File: src/rtl/bist_seq_harness_pkg.sv
`default_nettype none
// ============================================================================
// Module   : bist_seq_harness_pkg
// Purpose  : Shared types and next-state helpers for the BIST harness.
//            Holds the run-control state enum and width/mask-parametrised
//            Galois LFSR and MISR step functions. The functions operate on a
//            MAX_W-bit container; callers zero-extend their operands in and
//            truncate the result back to their own width.
// Ports    : none (package)
// Revision : 1.0 - initial release
// ============================================================================
package bist_seq_harness_pkg;

    // Widest pattern or signature the helpers can handle.
    localparam int MAX_W = 32;

    typedef enum logic [1:0] {
        IDLE = 2'd0,
        RUN  = 2'd1,
        DONE = 2'd2
    } state_e;

    // All-ones mask covering the low w bits.
    function automatic logic [MAX_W-1:0] width_mask(input int w);
        if (w >= MAX_W) begin
            return '1;
        end
        return (MAX_W'(1) << w) - MAX_W'(1);
    endfunction

    // Galois LFSR step: shift right, fold the mask in when bit 0 falls out.
    function automatic logic [MAX_W-1:0] lfsr_next(input logic [MAX_W-1:0] p,
                                                   input logic [MAX_W-1:0] taps,
                                                   input int               w);
        logic [MAX_W-1:0] fb;
        fb = p[0] ? taps : '0;
        return ((p >> 1) ^ fb) & width_mask(w);
    endfunction

    // MISR step: shift left, fold the mask in when the top bit falls out,
    // then absorb the parallel response word.
    function automatic logic [MAX_W-1:0] misr_next(input logic [MAX_W-1:0] m,
                                                   input logic [MAX_W-1:0] taps,
                                                   input logic [MAX_W-1:0] d,
                                                   input int               w);
        logic [MAX_W-1:0] fb;
        fb = (((m >> (w - 1)) & MAX_W'(1)) != '0) ? taps : '0;
        return ((m << 1) ^ fb ^ d) & width_mask(w);
    endfunction

endpackage : bist_seq_harness_pkg
`default_nettype wire

File: src/rtl/bist_misr.sv
`default_nettype none
// ============================================================================
// Module   : bist_misr
// Purpose  : Multiple-input signature register that compacts one CUT
//            response word per enabled cycle.
// Ports    : clk      - rising-edge clock
//            rst_n    - asynchronous active-low reset (clears signature)
//            clear_i  - synchronous clear, wins over enable_i
//            enable_i - compact data_i this cycle
//            data_i   - response word, OUT_W bits
//            sig_o    - current signature, OUT_W bits
// Revision : 1.0 - initial release
// ============================================================================
module bist_misr
    import bist_seq_harness_pkg::*;
#(
    parameter int               OUT_W     = 14,
    parameter logic [OUT_W-1:0] MISR_TAPS = 14'h2003
) (
    input  logic             clk,
    input  logic             rst_n,
    input  logic             clear_i,
    input  logic             enable_i,
    input  logic [OUT_W-1:0] data_i,
    output logic [OUT_W-1:0] sig_o
);

    logic [OUT_W-1:0] sig_q;
    logic [OUT_W-1:0] sig_d;

    always_comb begin
        sig_d = sig_q;
        if (clear_i) begin
            sig_d = '0;
        end else if (enable_i) begin
            sig_d = OUT_W'(misr_next(MAX_W'(sig_q), MAX_W'(MISR_TAPS),
                                     MAX_W'(data_i), OUT_W));
        end
    end

    always_ff @(posedge clk or negedge rst_n) begin
        if (!rst_n) begin
            sig_q <= '0;
        end else begin
            sig_q <= sig_d;
        end
    end

    assign sig_o = sig_q;

endmodule : bist_misr
`default_nettype wire

File: src/rtl/bist_seq_harness.sv
`default_nettype none
// ============================================================================
// Module   : bist_seq_harness
// Purpose  : Built-in self-test harness. Drives a combinational CUT with an
//            LFSR or exhaustive-counter pattern stream, compacts the CUT
//            responses in a MISR and compares the final signature against
//            GOLDEN. Start/busy/done handshake with abort.
// Ports    : clk       - rising-edge clock
//            rst_n     - asynchronous active-low reset
//            start     - one-cycle run request (ignored while running)
//            abort     - cancel run, return to idle; wins over start
//            mode      - 0 = LFSR, 1 = binary counter; sampled with start
//            cut_in    - registered pattern to the CUT, IN_W bits
//            cut_out   - CUT response, OUT_W bits
//            busy      - run in progress
//            done      - run complete, held until next start or abort
//            pass      - signature == GOLDEN, meaningful while done
//            signature - MISR contents, OUT_W bits
// Revision : 1.0 - initial release
// ============================================================================
module bist_seq_harness
    import bist_seq_harness_pkg::*;
#(
    parameter int               IN_W      = 3,
    parameter int               OUT_W     = 14,
    parameter int               PATTERNS  = 255,
    parameter logic [IN_W-1:0]  LFSR_TAPS = 3'b110,
    parameter logic [OUT_W-1:0] MISR_TAPS = 14'h2003,
    parameter logic [IN_W-1:0]  SEED      = 3'd1,
    parameter logic [OUT_W-1:0] GOLDEN    = '0
) (
    input  logic             clk,
    input  logic             rst_n,
    input  logic             start,
    input  logic             abort,
    input  logic             mode,
    output logic [IN_W-1:0]  cut_in,
    input  logic [OUT_W-1:0] cut_out,
    output logic             busy,
    output logic             done,
    output logic             pass,
    output logic [OUT_W-1:0] signature
);

    localparam int              CNT_W    = $clog2(PATTERNS + 1);
    localparam logic [CNT_W-1:0] LAST_CNT = CNT_W'(PATTERNS - 1);
    // An all-zero seed would lock the LFSR at zero forever.
    localparam logic [IN_W-1:0] SEED_EFF = (SEED == '0) ? IN_W'(1) : SEED;

    state_e           state_q, state_d;
    logic [IN_W-1:0]  pat_q,   pat_d;
    logic [CNT_W-1:0] cnt_q,   cnt_d;
    logic             mode_q,  mode_d;
    logic             misr_clr;
    logic             misr_en;
    logic [IN_W-1:0]  pat_lfsr;
    logic [IN_W-1:0]  pat_step;
    logic [OUT_W-1:0] sig;

    assign pat_lfsr = IN_W'(lfsr_next(MAX_W'(pat_q), MAX_W'(LFSR_TAPS), IN_W));
    assign pat_step = mode_q ? (pat_q + IN_W'(1)) : pat_lfsr;

    always_comb begin
        state_d  = state_q;
        pat_d    = pat_q;
        cnt_d    = cnt_q;
        mode_d   = mode_q;
        misr_clr = 1'b0;
        misr_en  = 1'b0;

        if (abort) begin
            // Pattern and signature are left untouched for post-mortem.
            state_d = IDLE;
        end else begin
            case (state_q)
                IDLE, DONE: begin
                    if (start) begin
                        state_d  = RUN;
                        pat_d    = mode ? '0 : SEED_EFF;
                        cnt_d    = '0;
                        mode_d   = mode;
                        misr_clr = 1'b1;
                    end
                end
                RUN: begin
                    misr_en = 1'b1;
                    if (cnt_q == LAST_CNT) begin
                        // Last response is being compacted; freeze the
                        // pattern so cut_in holds the final vector.
                        state_d = DONE;
                    end else begin
                        pat_d = pat_step;
                        cnt_d = cnt_q + CNT_W'(1);
                    end
                end
                default: begin
                    state_d = IDLE;
                end
            endcase
        end
    end

    always_ff @(posedge clk or negedge rst_n) begin
        if (!rst_n) begin
            state_q <= IDLE;
            pat_q   <= '0;
            cnt_q   <= '0;
            mode_q  <= 1'b0;
        end else begin
            state_q <= state_d;
            pat_q   <= pat_d;
            cnt_q   <= cnt_d;
            mode_q  <= mode_d;
        end
    end

    bist_misr #(
        .OUT_W     (OUT_W),
        .MISR_TAPS (MISR_TAPS)
    ) u_misr (
        .clk      (clk),
        .rst_n    (rst_n),
        .clear_i  (misr_clr),
        .enable_i (misr_en),
        .data_i   (cut_out),
        .sig_o    (sig)
    );

    // All outputs come from registers; cut_out only reaches them via the MISR.
    assign cut_in    = pat_q;
    assign busy      = (state_q == RUN);
    assign done      = (state_q == DONE);
    assign pass      = (state_q == DONE) && (sig == GOLDEN);
    assign signature = sig;

endmodule : bist_seq_harness
`default_nettype wire

File: config.mk
export PLATFORM = sky130hd
export DESIGN_NAME = bist_seq_harness
export DESIGN_NICKNAME = d
export VERILOG_FILES = /design/src/rtl/bist_seq_harness_pkg.sv /design/src/rtl/bist_misr.sv /design/src/rtl/bist_seq_harness.sv
export SDC_FILE = /design/constraint.sdc
export NUM_CORES = 1
export LEC_CHECK = 0
export CAP_MARGIN = 5
export CORE_MARGIN = 2
export CORE_UTILIZATION = 30
export CTS_CLUSTER_DIAMETER = 150
export CTS_CLUSTER_SIZE = 16
export DETAILED_ROUTE_END_ITERATION = 12
export SYNTH_ARGS = -nofsm -noshare
export SYNTH_HDL_FRONTEND = slang
export SYNTH_SLANG_ARGS = --single-unit
File: constraint.sdc
create_clock -name clk -period 4.9 [get_ports clk]
set_input_delay 0.49 -clock clk [delete_from_list [all_inputs] [get_ports clk]]
set_output_delay 0.49 -clock clk [all_outputs]
set_load 0.02 [all_outputs]
Yosys cells after proc, flatten, opt, wreduce, memory -nomap -nowiden. Cells that the tools add are included.

Bits of input ports: 19. Output and inout bits: 20. Bits in registers: 28.

Bitwise operators: 4. Reductions and logical operators: 9. Add/subtract/negate cells: 2. Equality and inequality tests: 7. Multiplexer cells: 21.

Operator list (number): 2-to-1 mux 14 bit (3); bitwise XOR 14 bit (2); 2-to-1 mux 8 bit (2); case mux 8 bit (2 select lines) (1); zero test 14 bit (1); 2-to-1 mux 3 bit (4); adder 8 x 1 -> 8 bit, second input constant (1); == test 8 bit, second input constant (1); 2-to-1 mux 1 bit (6); 2-to-1 mux 2 bit (3); case mux 3 bit (2 select lines) (1); inequality test 2 bit, second input constant (2); case mux 2 bit (2 select lines) (1); AND reduction 4 bit (1); nonzero test 2 bit (2); adder 3 x 1 -> 3 bit, second input constant (1); inequality test 3 x 2 -> 1 bit, second input constant (1); inequality test 3 bit, second input constant (1); AND reduction 3 bit (1); bitwise XOR 2 x 3 -> 3 bit (1); == test 2 x 1 -> 1 bit, second input constant (1); == test 2 bit, second input constant (1); zero test 2 bit (1); AND reduction 2 bit (1); other kinds (3) (3).

Depth between registers and ports, before layout. Gate-level depths: netlist (run 1).

Depth in word-level cells: 5. Mapped depth: 8.

Hierarchy. Synthesis (run 1) repeated with hierarchy kept, for this count alone.

Cells, all modules: 152. Area total of the unflattened synthesis: 1507.7 sq um.

Modules (own cells, without submodules): bist_seq_harness (cells an instance 90, area each 819.5 sq um, seq. area each 350.3 sq um, times used 1); bist_misr (cells an instance 62, area each 688.2 sq um, seq. area each 350.3 sq um, times used 1).

Worst setup path before layout (run 1). No wires, ideal clock.

Path type: flip-flop to output port. Start: register u_misr.sig_q[13] (netlist: u_misr.sig_o[13]). End: output port pass. Cell stages (with the launch flop): 5. Buffers on the path: 0. Data required time: 4.410 ns. Slack: 3.232 ns. Arrival: 1.178 ns. Cell sequence: dfrtp_1 -> inv_1 -> ha_1 -> nor4b_1 -> and4_1.

Word-level cells in the longest chain between the ends: 2.

Ends and longest elaborated chain: start, declared (line bist_misr.sv:28) `logic [OUT_W-1:0] sig_q;`; start signal, assigned (line bist_misr.sv:45) `sig_q <= sig_d;`; zero test 14 bit (line bist_seq_harness.sv:133) `assign pass = (state_q == DONE) && (sig == GOLDEN);`; logical AND 1 bit (line bist_seq_harness.sv:133); end, declared (line bist_seq_harness.sv:41) `output logic pass,`.

No other way between the ends.

Final worst setup path (run 1). Same ends and word-level chain as after synthesis.

==> results.toml, run 1 <==
[timing]
maxSlewHeadroom_pct = 50.64
rsz0062_at_grt = "false"
setup_viol = 0
finalCriticalPeriod_ns = 2.539
hold_ws_ns = 0.4937
finalHoldViolCount = 0
slew_viol_final = 0
final.period_utilization_pct = 51.81
clock_skew_ns = 0.002514
tightestPinTransition_ns = 0.7396
tns_ns = 0
max_freq_mhz = 393.9

[worst_setup_path]
critPathLaunchType = "flop"
worstPathArrival_ns = 2.05
cp.required_ns = 4.41
path_class = "reg -> out"
worstPathMaxFanout = 5
cp-end-kind = "output port"

[global_route]
grt_pass1_wl_um = 5878
grt_pass1_vias = 1186
gr-total-overflow = 0
grt_max_degree = 29
grtUsageTotal_pct = 13.97
antenna_found_initial = 0

[logic_synthesis]
synth_top_family_by_area = "compound AO/OA/AOI/OAI gates"
syn_inst = 135
yosysSeqAreaShare_pct = 48.32
yosys.area_share.adder_pct = 3.451
synth_cell_type_count = 38
yosys_warnings = 0
muxShareOfSynthArea_pct = 0
synthesis.area_um2 = 1450
synth.avg_cell_area_um2 = 10.74
synth_compound_area_share_pct = 19.84
syn_nets = 158
synth-xor-area-share_pct = 9.664
yosys.area_share.simple_pct = 15.44
synth-seq-cells = 28

[floorplanning]
ios = 39
die-height_um = 73.53
core.rowCount = 25
die_width_um = 73.53
coreArea_um2 = 4692
dieArea_um2 = 5406
initial_core_util_pct = 30.91

[clocking]
clock_path_buffers = 2
clkTransAtPathRegs_ns = 0.09
clk_latency_ns = 0.27
cts_tree = "built"
cts_root_buf = "clkbuf_8"
numCtsBuffers = 3
cts_max_level = 1
post_cts_resized = 0
post_cts_buffers = 0
cts.sinks = 28
hold_buffers = 0

[route]
num_vias = 1189
drt-initial-drc-count = 52
ant_nets = 0
dr.pass1.iters = 4
drc = 0
wire_per_inst_um = 15.40
wl_um = 3511
viasPerCell = 5.215

[pwr]
switchingPower_w = 0.0002893
internal_power_w = 0.0005217
p_seq_share_pct = 43.3
comb_power_share_pct = 39.4
power.density_nw_per_um2 = 418.2
leakagePower_nw = 0.8694
clkPwrFrac_pct = 17.3
swShare_pct = 35.67
ir_drop_v = 0.0001821

[place]
place_hpwl_um = 2597
portBuffers = 38
placed_cells = 224
globalplace.congestion = 0.8704

[min_path]
holdCritPathClass = "reg -> reg"

[job]
max_cap_viol_count = 0

[finish]
fin_nets = 198
drive_gt1_share_pct = 5.172
fill_cells = 458
area_growth_pct = 33.74
n_antenna_cell = 0
fin_cells = 228

[status]
status = "complete, no violations"
## power groups by stage
stage	registers, W	logic [W]	clock network, W
2_1_floorplan	0.000391	0.000134	0
3_3_place_gp	0.000352	0.000318	0
3_5_place_dp	0.000356	0.000320	0
4_1_cts	0.000351	0.000324	0.000146
5_1_grt	0.000361	0.000348	0.000157
6_report	0.000351	0.000320	0.000140
## layout by cell type (no fill, tap or decap), drive strengths merged, types with 3 or more instances in the layout
cell type | synthesis | layout
a221o | 3 | 3
a22o | 15 | 15
clkbuf | 1 | 4
clkdlybuf4s50 | 0 | 38
dfrtp | 28 | 28
ha | 4 | 4
inv | 7 | 7
nand2 | 8 | 8
nand2b | 3 | 3
nand3 | 3 | 3
nor2 | 9 | 9
nor3 | 5 | 5
o21ai | 6 | 6
xnor2 | 3 | 3
xor2 | 13 | 13
## state kept, by name (all words and copies together) (netlist names)
name,cells
state_q,2
u_misr.sig_o,14
mode_q,1
cnt_q,8
cut_in,3
## Yosys cell counts
cell       number  area, µm²
nand2b_1        3      18.77
ha_1            4      50.05
nor4_1          1      6.260
nand3_1         3      15.01
and2_1          1      6.260
nor2_2          1      6.260
a22o_1         15      131.4
o21ai_0         4      20.02
o22ai_1         1      6.260
clkbuf_1        1      3.750
nand3b_1        2      15.01
a211o_1         1      8.760
nand4_1         1      6.260
inv_2           1      3.750
nor2_4          1      11.26
a21oi_1         2      10.01
a21o_1          2      15.01
o2bb2ai_1       1      8.760
o21ai_1         2      10.01
xor2_1         13      113.9
dfrtp_1        28      700.7
a31oi_1         2      12.51
o32a_1          1      10.01
a221o_1         3      30.03
nor3b_4         1      18.77
nand2_1         8      30.03
buf_2           2      10.01
xnor2_1         3      26.28
and3_1          2      12.51
nor4b_1         2      17.52
a221oi_1        1      8.760
nor2_1          7      26.28
buf_4           1      7.510
nor3_1          5      25.02
inv_1           6      22.52
a311oi_1        1      8.760
o21a_1          1      7.510
and4_1          1      8.760
## worst max-delay path, cell delays in order (launching register included)
cell,delay [ns]
dfrtp_1,0.46
inv_1,0.08
ha_1,0.13
nor4b_1,0.28
and4_1,0.23
clkdlybuf4s50_1,0.60
## path summary, 6_finish.rpt
path | start | end | slack (ns) | cells after the start
min reg2reg | cnt_q[6]$_DFFE_PN0P_ | cnt_q[6]$_DFFE_PN0P_ | 0.49 | 1
max reg2reg | state_q[1]$_DFFE_PN0P_ | cnt_q[7]$_DFFE_PN0P_ | 2.80 | 4
min in group asynchronous | rst_n | u_misr.sig_o[4]$_DFFE_PN0P_ | 0.60 | 2
max in group asynchronous | rst_n | u_misr.sig_o[8]$_DFFE_PN0P_ | 4.04 | 2
max | u_misr.sig_o[13]$_DFFE_PN0P_ | pass | 2.36 | 5
min | cnt_q[6]$_DFFE_PN0P_ | cnt_q[6]$_DFFE_PN0P_ | 0.49 | 1
## metrics by stage
stage | utilization (%) | instance area [µm²] | setup WS [ns] | total power, W
floorplan | - | 1450 | 3.232 | 0.0005255
global placement | 40.16 | 1884 | 2.241 | 0.0006696
detailed placement | 40.16 | 1884 | 2.193 | 0.0006762
CTS | 41.33 | 1939 | 2.359 | 0.0008215
global route | 41.33 | 1939 | 2.204 | 0.0008666
finish | 41.33 | 1939 | 2.361 | 0.0008110
## cell families (layout without fill, tap and decap cells)
group                      Yosys count  after routing
buffers and inverters               11             50
xor gates and xnor gates            16             16
DFF                                 28             28
and+or+nand+nor                     39             39
AOI/OAI and AO/OA                   37             37
adders and majority gates            4              4
## metal layers
metal	GRT usage, %	vias up	part of all wire, %
met3	2.606	6	7.7
met5	0	-	0
met4	4.444	0	1.6
met1	20.09	567	48
met2	21.23	44	42
li1	-	572	-
## layout make-up
type	instances	area, µm²	area share [%]
Clock buffer	4	55.05	2.839
Inverter	7	26.28	1.355
Multi-Input combinational cell	96	701.9	36.19
Sequential cell	28	700.7	36.13
Tap cell	54	67.56	3.484
Timing Repair Buffer	39	387.9	20.00
(Power assumes the default switching activity.)
==> run 2, diff against run 1 <==
==> constraint.sdc (replaced) <==
create_clock -name clk -period 2.5 [get_ports clk]
set_input_delay 0.25 -clock clk [delete_from_list [all_inputs] [get_ports clk]]
set_output_delay 0.25 -clock clk [all_outputs]
set_load 0.02 [all_outputs]
==> results.toml, run 2 (synthesis results as in run 1) <==
[finish]
final_area_um2 = 1933
fill_cells = 464
mostFrequentLayoutCells = "clkdlybuf4s50_1, dfrtp_1, a22o_1"
final_core_util_pct = 41.20
largest_reg_flops = 14
n_antenna_cell = 0
final_common_cell = "clkdlybuf4s50_1"
fin_nets = 199
drive_gt1_share_pct = 5.172
area_growth_pct = 33.30

[route]
wl_um = 3412
num_vias = 1192
drt-initial-drc-count = 85
wire_per_inst_um = 14.96
drc = 0
ant_nets = 0
dr.pass1.iters = 4
viasPerCell = 5.228

[worst_setup_path]
path_class = "reg -> out"
worstPathArrival_ns = 2.03
worstPathMaxFanout = 5
cp.required_ns = 2.25
critPathLaunchType = "flop"
cp-end-kind = "output port"

[pwr]
finalPower_w = 0.001553
leakagePower_nw = 0.8674
ir_drop_v = 0.0004536
power.density_nw_per_um2 = 803.5

[timing]
finalCriticalPeriod_ns = 2.280
finalHoldViolCount = 0
setup_viol = 0
max_freq_mhz = 438.7
maxSlewHeadroom_pct = 63.63
clock_skew_ns = 0.001685
slew_viol_final = 0
rsz0062_at_grt = "false"
tns_ns = 0
tightestPinTransition_ns = 0.5450
final.period_utilization_pct = 91.18

[clocking]
post_cts_resized = 0
cts.sinks = 28
numCtsBuffers = 3
clkTransAtPathRegs_ns = 0.09
hold_buffers = 0
post_cts_buffers = 0
clock_path_buffers = 2
cts_max_level = 1
cts_tree = "built"
clk_latency_ns = 0.27
cts_root_buf = "clkbuf_8"

[floorplanning]
coreArea_um2 = 4692
die_width_um = 73.53
dieArea_um2 = 5406
ios = 39
core.rowCount = 25
initial_core_util_pct = 30.91
die-height_um = 73.53

[place]
globalplace.congestion = 0.8510
place_hpwl_um = 2459
detailed_place.area_um2 = 1892
portBuffers = 38

[status]
status = "complete, no violations"

[job]
max_cap_viol_count = 0

[global_route]
grt_pass1_vias = 1173
gr-total-overflow = 0
grtUsageTotal_pct = 13.18
grt_pass1_wl_um = 5554
grt_max_degree = 29
antenna_found_initial = 0

[min_path]
holdCritPathClass = "in -> async"
## run 2: cell count changes in the layout (fill, tap and decap cells not counted)
cell      before  now
clkbuf_8       4    3
buf_4          1    2
## run 2: layout make-up
| type | instances | area (µm²) | area share (%) |
|---|---|---|---|
| Clock buffer | 3 | 41.29 | 2.136 |
| Multi-Input combinational cell | 96 | 701.9 | 36.31 |
| Tap cell | 54 | 67.56 | 3.495 |
| Sequential cell | 28 | 700.7 | 36.25 |
| Inverter | 7 | 26.28 | 1.359 |
| Timing Repair Buffer | 40 | 395.4 | 20.45 |
## run 2: power breakdown
part           leakage (nW)  switching (W)  internal [W]
Sequential            0.369       0.000136      0.000550
Clock                0.0216       0.000135      0.000108
Combinational         0.477       0.000290      0.000334
Total                 0.867       0.000561      0.000992
## run 2: final timing paths
check,startpoint,endpoint,slack [ns],depth (start not counted)
max in group asynchronous,rst_n,u_misr.sig_o[13]$_DFFE_PN0P_,1.87,2
worst max register to register,cnt_q[0]$_DFFE_PN0P_,cnt_q[5]$_DFFE_PN0P_,0.74,6
worst max-delay path,u_misr.sig_o[13]$_DFFE_PN0P_,pass,0.22,5
worst min register to register,cnt_q[6]$_DFFE_PN0P_,cnt_q[6]$_DFFE_PN0P_,0.51,1
min in group clk,cnt_q[6]$_DFFE_PN0P_,cnt_q[6]$_DFFE_PN0P_,0.51,1
worst min-delay path,rst_n,u_misr.sig_o[4]$_DFFE_PN0P_,0.36,2
## run 2: worst max-delay path, cell delays in order, from the launching register on
cell and delay (ns):
dfrtp_1 0.46, inv_1 0.09, ha_1 0.14, nor4b_1 0.25
and4_1 0.23, clkdlybuf4s50_1 0.60
## run 2: metrics by stage
stage / std cells / hold WS [ns] / setup WS, ns
floorplan: 135 / -0.04559 / 0.9556
detailed placement: 225 / 0.4948 / 0.5043
global placement: 225 / 0.4857 / 0.5131
global route: 228 / 0.3815 / 0.1440
CTS: 228 / 0.3809 / 0.2046
finish: 228 / 0.3613 / 0.2205
## run 2: layer usage
metal	share of wire, %	wire length (µm)	up-vias	global-route usage (%)
li1	-	-	576	-
met1	50	1705	559	19.22
met2	41	1406	51	20.04
met3	7.2	245	6	1.920
met4	1.6	54	0	4.242
met5	0	0	-	0
